==> src/rtl/f1_ctrl.sv <==
// f1_ctrl: conv1 feature-RAM sequencer -- byte-stream image load, then 5x5 window tap scan.
// Optional macro F1_CTRL_PERF_EN adds perf_cycles, a CONV/DRAIN cycle counter.
module f1_ctrl #(
  parameter int IMG_W  = 32,
  parameter int IMG_H  = 32,
  parameter int K      = 5,
  parameter int RD_LAT = 2
) (
  input  logic        clk,
  input  logic        rst,
  input  logic [7:0]  pix_in,
  input  logic        pix_valid,
  output logic        pix_ready,
  output logic        load_done,
  input  logic        conv_start,
  input  logic        conv_hold,
  output logic [3:0]  f1_wr_en,
  output logic [31:0] f1_waddr,
  output logic [31:0] f1_wdata,
  output logic        f1_ena,
  output logic [9:0]  f1_raddr,
  input  logic [7:0]  f1_rdata,
  output logic [7:0]  tap_data,
  output logic        tap_valid,
  output logic        win_first,
  output logic        win_last,
  output logic        conv_done,
  output logic        busy
`ifdef F1_CTRL_PERF_EN
  ,
  output logic [31:0] perf_cycles
`endif
);

  localparam logic [1:0] S_LOAD   = 2'd0;
  localparam logic [1:0] S_LOADED = 2'd1;
  localparam logic [1:0] S_CONV   = 2'd2;
  localparam logic [1:0] S_DRAIN  = 2'd3;

  localparam logic [9:0] LAST_PIX = 10'(IMG_W * IMG_H - 1);
  localparam logic [9:0] W10      = 10'(IMG_W);
  localparam logic [9:0] KM1      = 10'(K - 1);
  localparam logic [9:0] OX_MAX   = 10'(IMG_W - K);
  localparam logic [9:0] OY_MAX   = 10'(IMG_H - K);

  logic [1:0]        state_reg;
  logic [9:0]        n_reg;
  logic [9:0]        oy_reg, ox_reg, ky_reg, kx_reg;
  logic [RD_LAT-1:0] vld_bits, first_bits, last_bits;
  logic              accept, issue, is_first, is_last;
  logic              kx_wrap, ky_wrap, ox_wrap, oy_wrap, scan_end;

  assign pix_ready = (state_reg == S_LOAD) && !rst;
  assign accept    = pix_valid && pix_ready;
  assign issue     = (state_reg == S_CONV) && !conv_hold;
  assign kx_wrap   = (kx_reg == KM1);
  assign ky_wrap   = (ky_reg == KM1);
  assign ox_wrap   = (ox_reg == OX_MAX);
  assign oy_wrap   = (oy_reg == OY_MAX);
  assign scan_end  = kx_wrap && ky_wrap && ox_wrap && oy_wrap;
  assign is_first  = (kx_reg == 10'd0) && (ky_reg == 10'd0);
  assign is_last   = kx_wrap && ky_wrap;

  always_ff @(posedge clk) begin
    if (rst) begin
      state_reg <= S_LOAD;
      n_reg     <= 10'd0;
    end else begin
      case (state_reg)
        S_LOAD: begin
          if (accept) begin
            if (n_reg == LAST_PIX) begin
              n_reg     <= 10'd0;
              state_reg <= S_LOADED;
            end else begin
              n_reg <= n_reg + 10'd1;
            end
          end
        end
        S_LOADED: if (conv_start) state_reg <= S_CONV;
        S_CONV:   if (issue && scan_end) state_reg <= S_DRAIN;
        S_DRAIN:  if (vld_bits == '0) state_reg <= S_LOAD;
        default:  state_reg <= S_LOAD;
      endcase
    end
  end

  // Counters wrap back to zero after the final tap, ready for the next image.
  always_ff @(posedge clk) begin
    if (rst) begin
      kx_reg <= 10'd0;
      ky_reg <= 10'd0;
      ox_reg <= 10'd0;
      oy_reg <= 10'd0;
    end else if (issue) begin
      kx_reg <= kx_wrap ? 10'd0 : kx_reg + 10'd1;
      if (kx_wrap) ky_reg <= ky_wrap ? 10'd0 : ky_reg + 10'd1;
      if (kx_wrap && ky_wrap) ox_reg <= ox_wrap ? 10'd0 : ox_reg + 10'd1;
      if (kx_wrap && ky_wrap && ox_wrap) oy_reg <= oy_wrap ? 10'd0 : oy_reg + 10'd1;
    end
  end

  assign f1_raddr = (oy_reg + ky_reg) * W10 + (ox_reg + kx_reg);

  always_ff @(posedge clk) begin
    if (rst || !accept) begin
      f1_wr_en <= 4'h0;
      f1_ena   <= 1'b0;
      f1_waddr <= 32'd0;
      f1_wdata <= 32'd0;
    end else begin
      f1_wr_en <= 4'hF;
      f1_ena   <= 1'b1;
      f1_waddr <= {20'd0, n_reg, 2'b00};
      f1_wdata <= {24'd0, pix_in};
    end
  end

  // Tag pipeline matching the RAM read latency.
  genvar gi;
  generate
    for (gi = 0; gi < RD_LAT; gi++) begin : g_tag
      logic v_reg, f_reg, l_reg;
      logic v_in, f_in, l_in;
      if (gi == 0) begin : g_head
        assign v_in = issue;
        assign f_in = issue && is_first;
        assign l_in = issue && is_last;
      end else begin : g_link
        assign v_in = vld_bits[gi-1];
        assign f_in = first_bits[gi-1];
        assign l_in = last_bits[gi-1];
      end
      always_ff @(posedge clk) begin
        if (rst) begin
          v_reg <= 1'b0;
          f_reg <= 1'b0;
          l_reg <= 1'b0;
        end else begin
          v_reg <= v_in;
          f_reg <= f_in;
          l_reg <= l_in;
        end
      end
      assign vld_bits[gi]   = v_reg;
      assign first_bits[gi] = f_reg;
      assign last_bits[gi]  = l_reg;
    end
  endgenerate

  assign tap_valid = vld_bits[RD_LAT-1];
  assign win_first = first_bits[RD_LAT-1];
  assign win_last  = last_bits[RD_LAT-1];
  assign tap_data  = tap_valid ? f1_rdata : 8'd0;
  assign load_done = (state_reg == S_LOADED) && !rst;
  assign conv_done = (state_reg == S_DRAIN) && (vld_bits == '0) && !rst;
  assign busy      = pix_ready || (((state_reg == S_CONV) || (state_reg == S_DRAIN)) && !rst);

`ifdef F1_CTRL_PERF_EN
  always_ff @(posedge clk) begin
    if (rst) begin
      perf_cycles <= 32'd0;
    end else if ((state_reg == S_LOADED) && conv_start) begin
      perf_cycles <= 32'd0;
    end else if ((state_reg == S_CONV) || (state_reg == S_DRAIN)) begin
      perf_cycles <= perf_cycles + 32'd1;
    end
  end
`endif

endmodule

==> config.mk <==
export PLATFORM = sky130hd
export DESIGN_NAME = f1_ctrl
export DESIGN_NICKNAME = d
export VERILOG_FILES = /design/src/rtl/f1_ctrl.sv
export SDC_FILE = /design/constraint.sdc
export NUM_CORES = 1
export LEC_CHECK = 0
export CAP_MARGIN = 20
export CORE_UTILIZATION = 49
export DETAILED_ROUTE_END_ITERATION = 16
export GPL_TIMING_DRIVEN = 1
export PLACE_DENSITY_LB_ADDON = 0.1
export SLEW_MARGIN = 20
export SYNTH_ARGS = -nofsm -noshare
export SYNTH_HDL_FRONTEND = slang
export SYNTH_SLANG_ARGS = --single-unit
==> constraint.sdc <==
create_clock -name clk -period 3.5 [get_ports clk]
set_clock_uncertainty 0.05 [all_clocks]
set_input_delay 0.35 -clock clk [delete_from_list [all_inputs] [get_ports clk]]
set_output_delay 0.35 -clock clk [all_outputs]
set_load 0.005 [all_outputs]
==> metrics.txt <==
max cap viols=0; DRT iter0 DRCs=111; Synth Flop Type=dfxtp_1; R2R cell count=9; Pleak=2.14 nW; Final period util=97.0%; antenna violations before repair=0; Root Buffer=clkbuf_8; GR Util met2=33.5%; startpoint types=register; first-pass GRT wire length=14.8 mm; number of global-route vias before repair=between 3,000 and 4,000; Die X=97.0 um; Min Clock Period, post-route=3390 ps; GRT met3 Usage=slightly below 6%; Residual DRC=0; Hold Crit Class=reg2reg; Yosys reg bits=77; Commonest cells post-synth=dfxtp_1 (77), nor2_1 (66), buf_4 (51); Critical R2R Launch=ky_reg[0]$_SDFFE_PP0P_; Crit Reg-Reg Endpoint=oy_reg[0]$_SDFFE_PP0P_; fraction of layout cells with a size suffix above 1=11.3%; clk slew on worst S/H paths=around 80 ps; Worst-Margin Slew=506 ps; asr flop ratio synth=0%; PwrDens=310 nW/um^2; largest net degree at the start of global routing=27; CTS Sinks=77; Hold Path End=win_last$_SDFF_PP0_; CTS tree=done; Die Footprint=around 9400 sq um; GRT Overall Usage=a little under 20%; Final Power=1.64 mW; I/O pin total=115; cts bufs inserted=9; Synth Instances=slightly below 500; top-count cell post-synth=dfxtp_1; pins over their slew limit=0; Layout area overhead=19.7%; grt ovf=0; critical-path maximum fanout=4; drt total wl=8.75 mm; std cell rows=34; via count=3,263; Reg2Reg Setup Slack=between 1000 and 1500 ps; DPL Wire Length=6.46 mm; final worst slack=105 ps; port bufs=68; Slew HR=66.2%; WL/cell=13.0 um; Setup crit end kind=primary output; Fin. Hold Viols=0; worst hold margin=390 ps; Post-synth EDFFs=0; worst slack, placed=27.1 ps; Worst Setup Path Type=reg2out; NumNets Final=616; critical path arrival=2990 ps; top cells by area, synth=dfxtp_1 (35%), buf_4 (8.7%), xnor2_1 (8.5%), ha_1 (7.9%), nor2_1 (5.6%); Core Box Area=around 8700 sq um; n_diodes=0; Yosys top cell area share=34.8%; fmax=295 MHz; clk_lat worst skew=approximately 360 ps; worst-case clock buffer depth=2; Die H=97.0 um; synthesized area=4420 sq um; DR vias/cell=4.84; first drt pass iteration count=4; peak supply drop=~0.16 mV; Finished Layout Cells=674; M1 GR Usage=23.7%; placed insts=~660; final setup TNS=0 ps; gp weighted congestion=0.770; fillers=779; sequential area share after synthesis=a little over a third; Final setup viols=0; status=finished, final reports clean; Synth cell types=43; synth warn=0; Hold Path Stages=1; cell accounting for the most synthesized area=dfxtp_1; H-Tree Level Count=3; GRT busiest layer=met2; worst hold path startpoint=g_tag[0].l_reg$_SDFF_PP0_; Avg Inst Size Synth=8.99 sq um; Data required, critical path=3100 ps; post-route ant nets=0; Initial Utilization=50.7%
[critical path, stage by stage (launching register included)]
cell and delay (ps):
dfxtp_2 340, ha_2 180, inv_1 50, fa_2 520, inv_1 50, fa_1 530
ha_4 230, nand2_1 80, o21ai_2 70, o41ai_2 310, xnor2_1 150, buf_2 130
[how the worst max path moves through the flow]
stage	start	end	slack, ps	cells after the start
after floorplan	ky_reg[0]$_SDFFE_PP0P_	f1_raddr[9]	590	10
after global placement	oy_reg[0]$_SDFFE_PP0P_	f1_raddr[9]	70	11
after detailed placement	oy_reg[0]$_SDFFE_PP0P_	f1_raddr[9]	30	11
after CTS	oy_reg[0]$_SDFFE_PP0P_	f1_raddr[9]	-80	11
after global routing	oy_reg[0]$_SDFFE_PP0P_	f1_raddr[9]	-7	11
final	oy_reg[0]$_SDFFE_PP0P_	f1_raddr[9]	110	11
[cells in the final DEF, fill, tap and decap left out, types with 3 or more instances in the layout]
cell | Yosys | final
a21o_1 | 4 | 4
a21oi_1 | 11 | 11
and2_1 | 26 | 26
and3_1 | 6 | 6
buf_4 | 51 | 11
clkbuf_8 | 0 | 9
clkdlybuf4s50_1 | 0 | 64
conb_1 | 1 | 46
dfxtp_1 | 77 | 73
dfxtp_2 | 0 | 4
dlygate4sd2_1 | 0 | 3
fa_1 | 6 | 5
ha_1 | 28 | 25
inv_1 | 24 | 24
nand2_1 | 21 | 21
nand2b_1 | 4 | 4
nand3_1 | 16 | 16
nand4_1 | 10 | 10
nor2_1 | 66 | 66
nor2b_1 | 4 | 4
nor3_1 | 14 | 13
nor4_1 | 3 | 3
nor4_2 | 12 | 12
nor4b_1 | 3 | 3
nor4b_2 | 4 | 4
o21ai_0 | 7 | 6
or2_2 | 4 | 4
xnor2_1 | 43 | 42
xor2_1 | 14 | 14
[cells by family (layout without fill, tap and decap cells)]
logic type | after synthesis | in the layout | share of synthesized area [%]
simple gates | 204 | 204 | 26.8
buf+inv | 90 | 119 | 12.3
flops | 77 | 77 | 34.8
xor+xnor | 57 | 57 | 11.3
fa+ha+maj | 34 | 34 | 10.6
compound gates | 28 | 28 | 3.82
other cells | 1 | 46 | 0.0848
mux | 1 | 1 | 0.226
[metal layers]
metal / wire length, um / up-vias
li1: - / 1667
met4: 150 / 0
met3: 446 / 12
met1: 4000 / 1500
met5: 0 / -
met2: 4150 / 84
[metrics by stage]
step           cell area [sq um]  utilization (%)
2_1_floorplan               4590                -
3_3_place_gp                5030             57.7
3_5_place_dp                5030             57.7
4_1_cts                     5290             60.6
5_1_grt                     5300             60.7
6_report                    5300             60.7
[what timing repair did]
action / 4_1_cts / 5_1_grt
hold buffers: 0 / 0
setup endpoints to repair: 4 / 3
pin swaps: 5 / 4
gates cloned: 0 / 0
buffers inserted: 0 / 1
gates resized for setup: 16 / 5
[report_power, final]
part / switching (mW) / internal (mW) / total (mW)
clock: 0.344 / 0.334 / 0.678
combinational: 0.0373 / 0.0399 / 0.0772
sequential: 0.00306 / 0.881 / 0.884
total: 0.384 / 1.25 / 1.64
[layout make-up]
type / count / area (sq um) / area share [%]
clock buffers: 10 / 128 / 2.41
clock inverters: 6 / 71.3 / 1.35
inverters: 24 / 90.1 / 1.70
multi-input cells: 370 / 2570 / 48.5
flip-flops and latches: 77 / 1550 / 29.2
well taps: 108 / 135 / 2.55
repair buffers: 79 / 754 / 14.2
Power figures use the tool's default switching activity.
